===== config.mk =====
export PLATFORM = sky130hd
export DESIGN_NAME = reg_wb_sched
export DESIGN_NICKNAME = d
export VERILOG_FILES = /design/src/rtl/reg_wb_sched.sv
export SDC_FILE = /design/constraint.sdc
export NUM_CORES = 1
export LEC_CHECK = 0
export ABC_CLOCK_PERIOD_IN_PS = 2400
export CELL_PAD_IN_SITES_DETAIL_PLACEMENT = 1
export CELL_PAD_IN_SITES_GLOBAL_PLACEMENT = 2
export CORE_ASPECT_RATIO = 1.4
export CORE_MARGIN = 1
export CORE_UTILIZATION = 22
export DETAILED_ROUTE_END_ITERATION = 16
export PLACE_DENSITY_LB_ADDON = 0.25
export SYNTH_ARGS = -nofsm -noshare
export SYNTH_HDL_FRONTEND = slang
export SYNTH_SLANG_ARGS = --single-unit

===== constraint.sdc =====
create_clock -name clk -period 2.4 [get_ports clk]
set_clock_uncertainty 0.2 [all_clocks]
set_input_delay 0.48 -clock clk [delete_from_list [all_inputs] [get_ports clk]]
set_output_delay 0.48 -clock clk [all_outputs]
set_load 0.02 [all_outputs]

===== src/rtl/reg_wb_sched.sv =====
// Register write-back scheduler: per-register write reservations, RAW/WAW issue stall,
// and round-robin arbitration of two write-back requesters onto one register-file port.
module reg_wb_sched #(
  parameter int unsigned NREG  = 16,
  parameter int unsigned REGW  = 4,
  parameter int unsigned DATAW = 32
) (
  input  logic             clk,
  input  logic             rst,
  input  logic             issue_valid,
  input  logic [REGW-1:0]  issue_rs,
  input  logic [REGW-1:0]  issue_rt,
  input  logic [REGW-1:0]  issue_rd,
  input  logic             issue_wr,
  output logic             stall,
  input  logic             req0,
  input  logic             req1,
  input  logic [REGW-1:0]  regno0,
  input  logic [REGW-1:0]  regno1,
  input  logic [DATAW-1:0] data0,
  input  logic [DATAW-1:0] data1,
  output logic             gnt0,
  output logic             gnt1,
  output logic             wb_en,
  output logic [REGW-1:0]  wb_regno,
  output logic [DATAW-1:0] wb_data,
  output logic [NREG-1:0]  w_reserve,
  output logic             err
);

  logic [NREG-1:0]  w_reserve_q, w_reserve_d;
  logic             wb_en_q, wb_en_d;
  logic [REGW-1:0]  wb_regno_q, wb_regno_d;
  logic [DATAW-1:0] wb_data_q, wb_data_d;
  logic             err_q, err_d;
  // High when unit 1 received the most recent contended or uncontended grant.
  logic             rr_last_q, rr_last_d;

  logic             any_gnt;
  logic             accept;
  logic [REGW-1:0]  g_regno;
  logic [DATAW-1:0] g_data;
  logic [NREG-1:0]  set_vec;
  logic [NREG-1:0]  clr_vec;

  always_comb begin
    gnt0    = req0 & (~req1 | rr_last_q);
    gnt1    = req1 & ~gnt0;
    any_gnt = gnt0 | gnt1;
    g_regno = gnt1 ? regno1 : regno0;
    g_data  = gnt1 ? data1 : data0;
  end

  // Stall looks only at the registered bitmap; a same-edge release unstalls next cycle.
  always_comb begin
    stall  = issue_valid & (w_reserve_q[issue_rs] | w_reserve_q[issue_rt] |
                            (issue_wr & w_reserve_q[issue_rd]));
    accept = issue_valid & ~stall;
  end

  always_comb begin
    set_vec = '0;
    clr_vec = '0;
    if (accept && issue_wr) begin
      set_vec[issue_rd] = 1'b1;
    end
    if (any_gnt) begin
      clr_vec[g_regno] = 1'b1;
    end
    // Set is applied after clear so a same-bit collision keeps the new reservation.
    w_reserve_d = (w_reserve_q & ~clr_vec) | set_vec;
  end

  always_comb begin
    rr_last_d  = any_gnt ? gnt1 : rr_last_q;
    wb_en_d    = any_gnt;
    wb_regno_d = any_gnt ? g_regno : wb_regno_q;
    wb_data_d  = any_gnt ? g_data : wb_data_q;
    err_d      = err_q | (any_gnt & ~w_reserve_q[g_regno]);
  end

  always_ff @(posedge clk) begin
    if (!rst) begin
      w_reserve_q <= '0;
      wb_en_q     <= 1'b0;
      wb_regno_q  <= '0;
      wb_data_q   <= '0;
      err_q       <= 1'b0;
      rr_last_q   <= 1'b1;
    end else begin
      w_reserve_q <= w_reserve_d;
      wb_en_q     <= wb_en_d;
      wb_regno_q  <= wb_regno_d;
      wb_data_q   <= wb_data_d;
      err_q       <= err_d;
      rr_last_q   <= rr_last_d;
    end
  end

  assign wb_en     = wb_en_q;
  assign wb_regno  = wb_regno_q;
  assign wb_data   = wb_data_q;
  assign w_reserve = w_reserve_q;
  assign err       = err_q;

endmodule


* Word level (Yosys, flattened, before mapping) *
Cells that the tools add are included.

cells by class
  $lt $le $gt $ge = 6
  multiplexer cells = 16
  bitwise logic cells = 18
  reductions and logical operators = 3

operators with widths
  cell                                                                number
  two-way mux 16 bit                                                  2
  two-way mux 32 bit                                                  1
  < comparator 4 x 5 -> 1 bit (second input constant)                 4
  bitwise AND 16 bit                                                  1
  binary-select mux 1 bit (select 4 bit)                              4
  NOT 16 bit                                                          1
  OR 16 bit                                                           1
  demux 1 bit (select 4 bit)                                          2
  greater-or-equal comparator 4 x 1 -> 1 bit (second input constant)  2
  bitwise AND 1 bit                                                   6
  two-way mux 1 bit                                                   6
  OR 1 bit                                                            5
  two-way mux 4 bit                                                   1
  NOT 1 bit                                                           4
  logical AND 1 bit                                                   3

word-level totals
  register bits after elaboration = 55
  input bits = 90
  word-level logic and storage cells = 49

* Longest topological paths before layout *
  word-level depth = 14
  gate-level depth with buffers = 9

* Least setup slack after synthesis *
Ideal clock, no wire load.

  path kind = input-to-output
  start point = in req0
  end point = out gnt0
  arrival time = 1960 ps
  path slack = -240 ps
  stages = 4
  path through = buf_1 > clkbuf_1 > clkbuf_1 > a21boi_0

between the ends
  word-level cells in the longest chain between the ends = 1

RTL lines
  element             line  source
  start: declaration  16    input logic req0,
  bitwise AND 1 bit   47    gnt0 = req0 & (~req1 | rr_last_q);
  end: declaration    22    output logic gnt0,

No other way between the ends.

* Worst setup path in the final report *
  start point = reg w_reserve_q[3] (netlist: w_reserve[3])
  end point = out stall

between the ends
  word-level cells in the longest chain between the ends = 5
  elaborated cells on any way between the ends = 10
  those cells by class = mux (6); bitwise (4)

RTL lines
  element                                                    line    source
  start: declaration                                         31      logic [NREG-1:0] w_reserve_q, w_reserve_d;
  start signal: assignment                                   91      w_reserve_q <= w_reserve_d;
  binary-select mux 1 bit (select 4 bit) (on tied branches)  56, 57
  two-way mux 1 bit (on tied branches)                       56, 57
  OR 1 bit / bitwise AND 1 bit (equally long branches)       56, 57
  OR 1 bit (*)                                               56      stall = issue_valid & (w_reserve_q[issue_rs] | w_reserve_q[issue_rt] |
  bitwise AND 1 bit (*)                                      56
  end: declaration                                           15      output logic stall,

Mark *: on every way between the ends. The rest lies on a longest branch, timed or not. The select of a mux whose other input is x is not followed.

==> impl_metrics.env <==
export IMPL_maxClockFrequency_ghz=0.363
export IMPL_cts_max_level=2
export IMPL_netlist_area_um2=3410
export IMPL_crit_chain="mux4_2 > mux4_2 > a21oi_2 > nand2_2 > and2_4 > buf_6"
export IMPL_worst_pin_slew_ns=0.754
export IMPL_core_um2=15100
export IMPL_dieArea_um2=16000
export IMPL_finalMaxSlewViolations=0
export IMPL_clock_sinks=55
export IMPL_hold_buffers=0
export IMPL_synth_nets=472
export IMPL_rsz0062_at_grt="yes"
export IMPL_rows=53
export IMPL_violations="setup timing"
export IMPL_synthDominantCellAreaShare=0.323
export IMPL_startpoint_type="flip-flop"
export IMPL_grt_pass1_vias=4100
export IMPL_dp_slack_ns=-1.31
export IMPL_wl_per_cell_um=18.5
export IMPL_cts_clk_slew_worst_paths_ns=0.07
export IMPL_clockBufferDepth=2
export IMPL_synth_area_leader_cell="dfxtp_1"
export IMPL_synth_most_common_cell="nor2_1"
export IMPL_grt_ovfl_total=0
export IMPL_post_route_util=0.373
export IMPL_syn_instance_count=382
export IMPL_start_util=0.226
export IMPL_yosysWarnings=0
export IMPL_maxCapViolations=0
export IMPL_io_pins=147
export IMPL_place_area_um2=5410
export IMPL_crit_fanout=4
export IMPL_grt_usage=0.176
export IMPL_design_area_um2=5620
export IMPL_cts_tree="built"
export IMPL_place_hpwl_um=10700
export IMPL_cts_buffers=5
export IMPL_viasPerCell=4.98
export IMPL_worst_path_buf_inv=1
export IMPL_n_fill_cell=1770
export IMPL_synth_seq_cells=55
export IMPL_setup_slack_ns=-0.356
export IMPL_ys_seq_area_frac=0.323
export IMPL_drcViolationCount=0
export IMPL_via_count=3780
export IMPL_critPathTopFamily="multiplexers"
export IMPL_io_buffers=146
export IMPL_synth_area_top_cells="dfxtp_1 32%, o211ai_1 11%, mux2_2 11%"
export IMPL_p_leak_uw=0.00216
export IMPL_finalCritPeriodShare=1.15
export IMPL_finalWirelength_um=14000
export IMPL_die_w_um=107
export IMPL_critPathSlowestCell="mux4_2"
export IMPL_root_buffer="clkbuf_16"
export IMPL_hold_path_class="reg -> reg"
export IMPL_ant_nets=0
export IMPL_ir_worst_vdd_uv=298
export IMPL_critical_path_class="reg -> out"
export IMPL_hold_viol_final=0
export IMPL_insertion_delay_ns=0.30
export IMPL_critPathMaxStageDelay_ns=0.49
export IMPL_slew_headroom=0.497
export IMPL_grt_max_degree=66
export IMPL_path_common_cell="mux4_2"
export IMPL_drt_iter0_drc=99
export IMPL_syn_area_per_cell_um2=8.92
export IMPL_drive_gt1_frac=0.242
export IMPL_cp_end_kind="primary output"
export IMPL_grt_first_pass_wirelength_um=21700
export IMPL_area_growth_pct=65.0
export IMPL_required_ns=1.72
export IMPL_diodes=0
export IMPL_ys_flop_type="dfxtp_1"
export IMPL_setup_viol=1
export IMPL_fin_crit_ns=2.76
export IMPL_synthTopCellsByCount="69 x nor2_1, 55 x dfxtp_1, 50 x o211ai_1"
export IMPL_synth_edff_count=0
export IMPL_p_per_area_nw_per_um2=461
export IMPL_place_congestion=0.897
export IMPL_nNetsFinal=656
export IMPL_firstDrtPassIters=4
export IMPL_yosysUniqueCellTypes=38
export IMPL_die_y_um=149
export IMPL_status="complete, but fails checks"
export IMPL_async_reset_ff_frac=0
export IMPL_antenna_found_initial=0
export IMPL_crit_arrival_ns=2.08
through the flow:
| stage | hold WS, ns | cells | setup TNS [ns] | power, uW |
|---|---|---|---|---|
| 2_1_floorplan | 0.406 | 382 | -0.211 | 1390 |
| 3_3_place_gp | 0.272 | 749 | -10.96 | 1780 |
| 3_5_place_dp | 0.283 | 749 | -11.67 | 1810 |
| 4_1_cts | 0.306 | 762 | -0.686 | 2650 |
| 5_1_grt | 0.339 | 759 | -0.427 | 2730 |
| 6_report | 0.293 | 759 | -0.356 | 2590 |
area by class of cell:
| cell class | instances | area [um2] | area share |
|---|---|---|---|
| Tap cell | 192 | 240 | 0.0427 |
| Multi-Input combinational cell | 290 | 2150 | 0.382 |
| Sequential cell | 55 | 1110 | 0.197 |
| Inverter | 5 | 18.8 | 0.00334 |
| Clock buffer | 7 | 153 | 0.0272 |
| Timing Repair Buffer | 209 | 1950 | 0.347 |
| Clock inverter | 1 | 7.51 | 0.00134 |
placed cells by master, fill, tap and decap left out, types with 2 or more instances in the layout:
cell and count:
clkdlybuf4s50_1 132, nor2_1 69, buf_4 59, dfxtp_1 53, o211ai_1 50, mux2_2 34
nand3b_1 32, nand2_1 17, mux4_2 13, o21ai_1 13, mux2i_1 12, nand3_1 7
inv_1 5, clkbuf_16 5, a31oi_1 4, o21ai_0 4, dlygate4sd2_1 4, buf_2 4
buf_6 4, nor3_1 3, nor2b_1 3, nor3b_1 3, a21oi_1 3, nand2_2 2
and2_1 2, nand4_1 2, o31ai_1 2, o211a_1 2, clkbuf_8 2, dlymetal6s2s_1 2
buf_12 2
what timing repair did:
action | CTS | global route
resized for setup | 41 | 7
pin swaps | 4 | 4
endpoints found under the setup margin | 20 | 20
buffers inserted | 9 | 2
cloned | 0 | 0
per-layer routing:
layer  vias to the layer above  global-route usage  part of all wire
met1                      1835               0.189              0.39
met2                       134               0.325              0.51
met4                         0              0.0726             0.033
met3                        28              0.0411             0.062
li1                       1783                   -                 -
met5                         -                   0                 0
flip-flops by register name (all words and copies together) (netlist names):
signal and count:
err 1, rr_last_q 1, w_reserve 16, wb_data 32
wb_en 1, wb_regno 4
path summary, 6_finish.rpt:
path | from | endpoint | slack, ns | depth (start not counted)
setup reg to reg | w_reserve[3] | w_reserve[9] | 0.13 | 7
hold / removal | err | err | 0.29 | 1
setup / recovery | w_reserve[3] | stall | -0.36 | 6
hold reg to reg | err | err | 0.29 | 1
power by group:
group          total [uW]  internal [uW]  leakage [uW]  switching (uW)
combinational         780            417       0.00163             363
sequential           1000            970      0.000455            30.0
clock                 810            446     0.0000761             364
cells by family (layout without fill, tap and decap cells):
| kind of cell | Yosys count | count (layout) | share of synthesized area |
|---|---|---|---|
| and+or+nand+nor | 143 | 143 | 0.208 |
| AOI/OAI and AO/OA | 88 | 88 | 0.183 |
| muxes | 59 | 59 | 0.238 |
| DFF | 55 | 55 | 0.323 |
| buffers and inverters | 37 | 222 | 0.0477 |
Power figures use the tool's default switching activity.
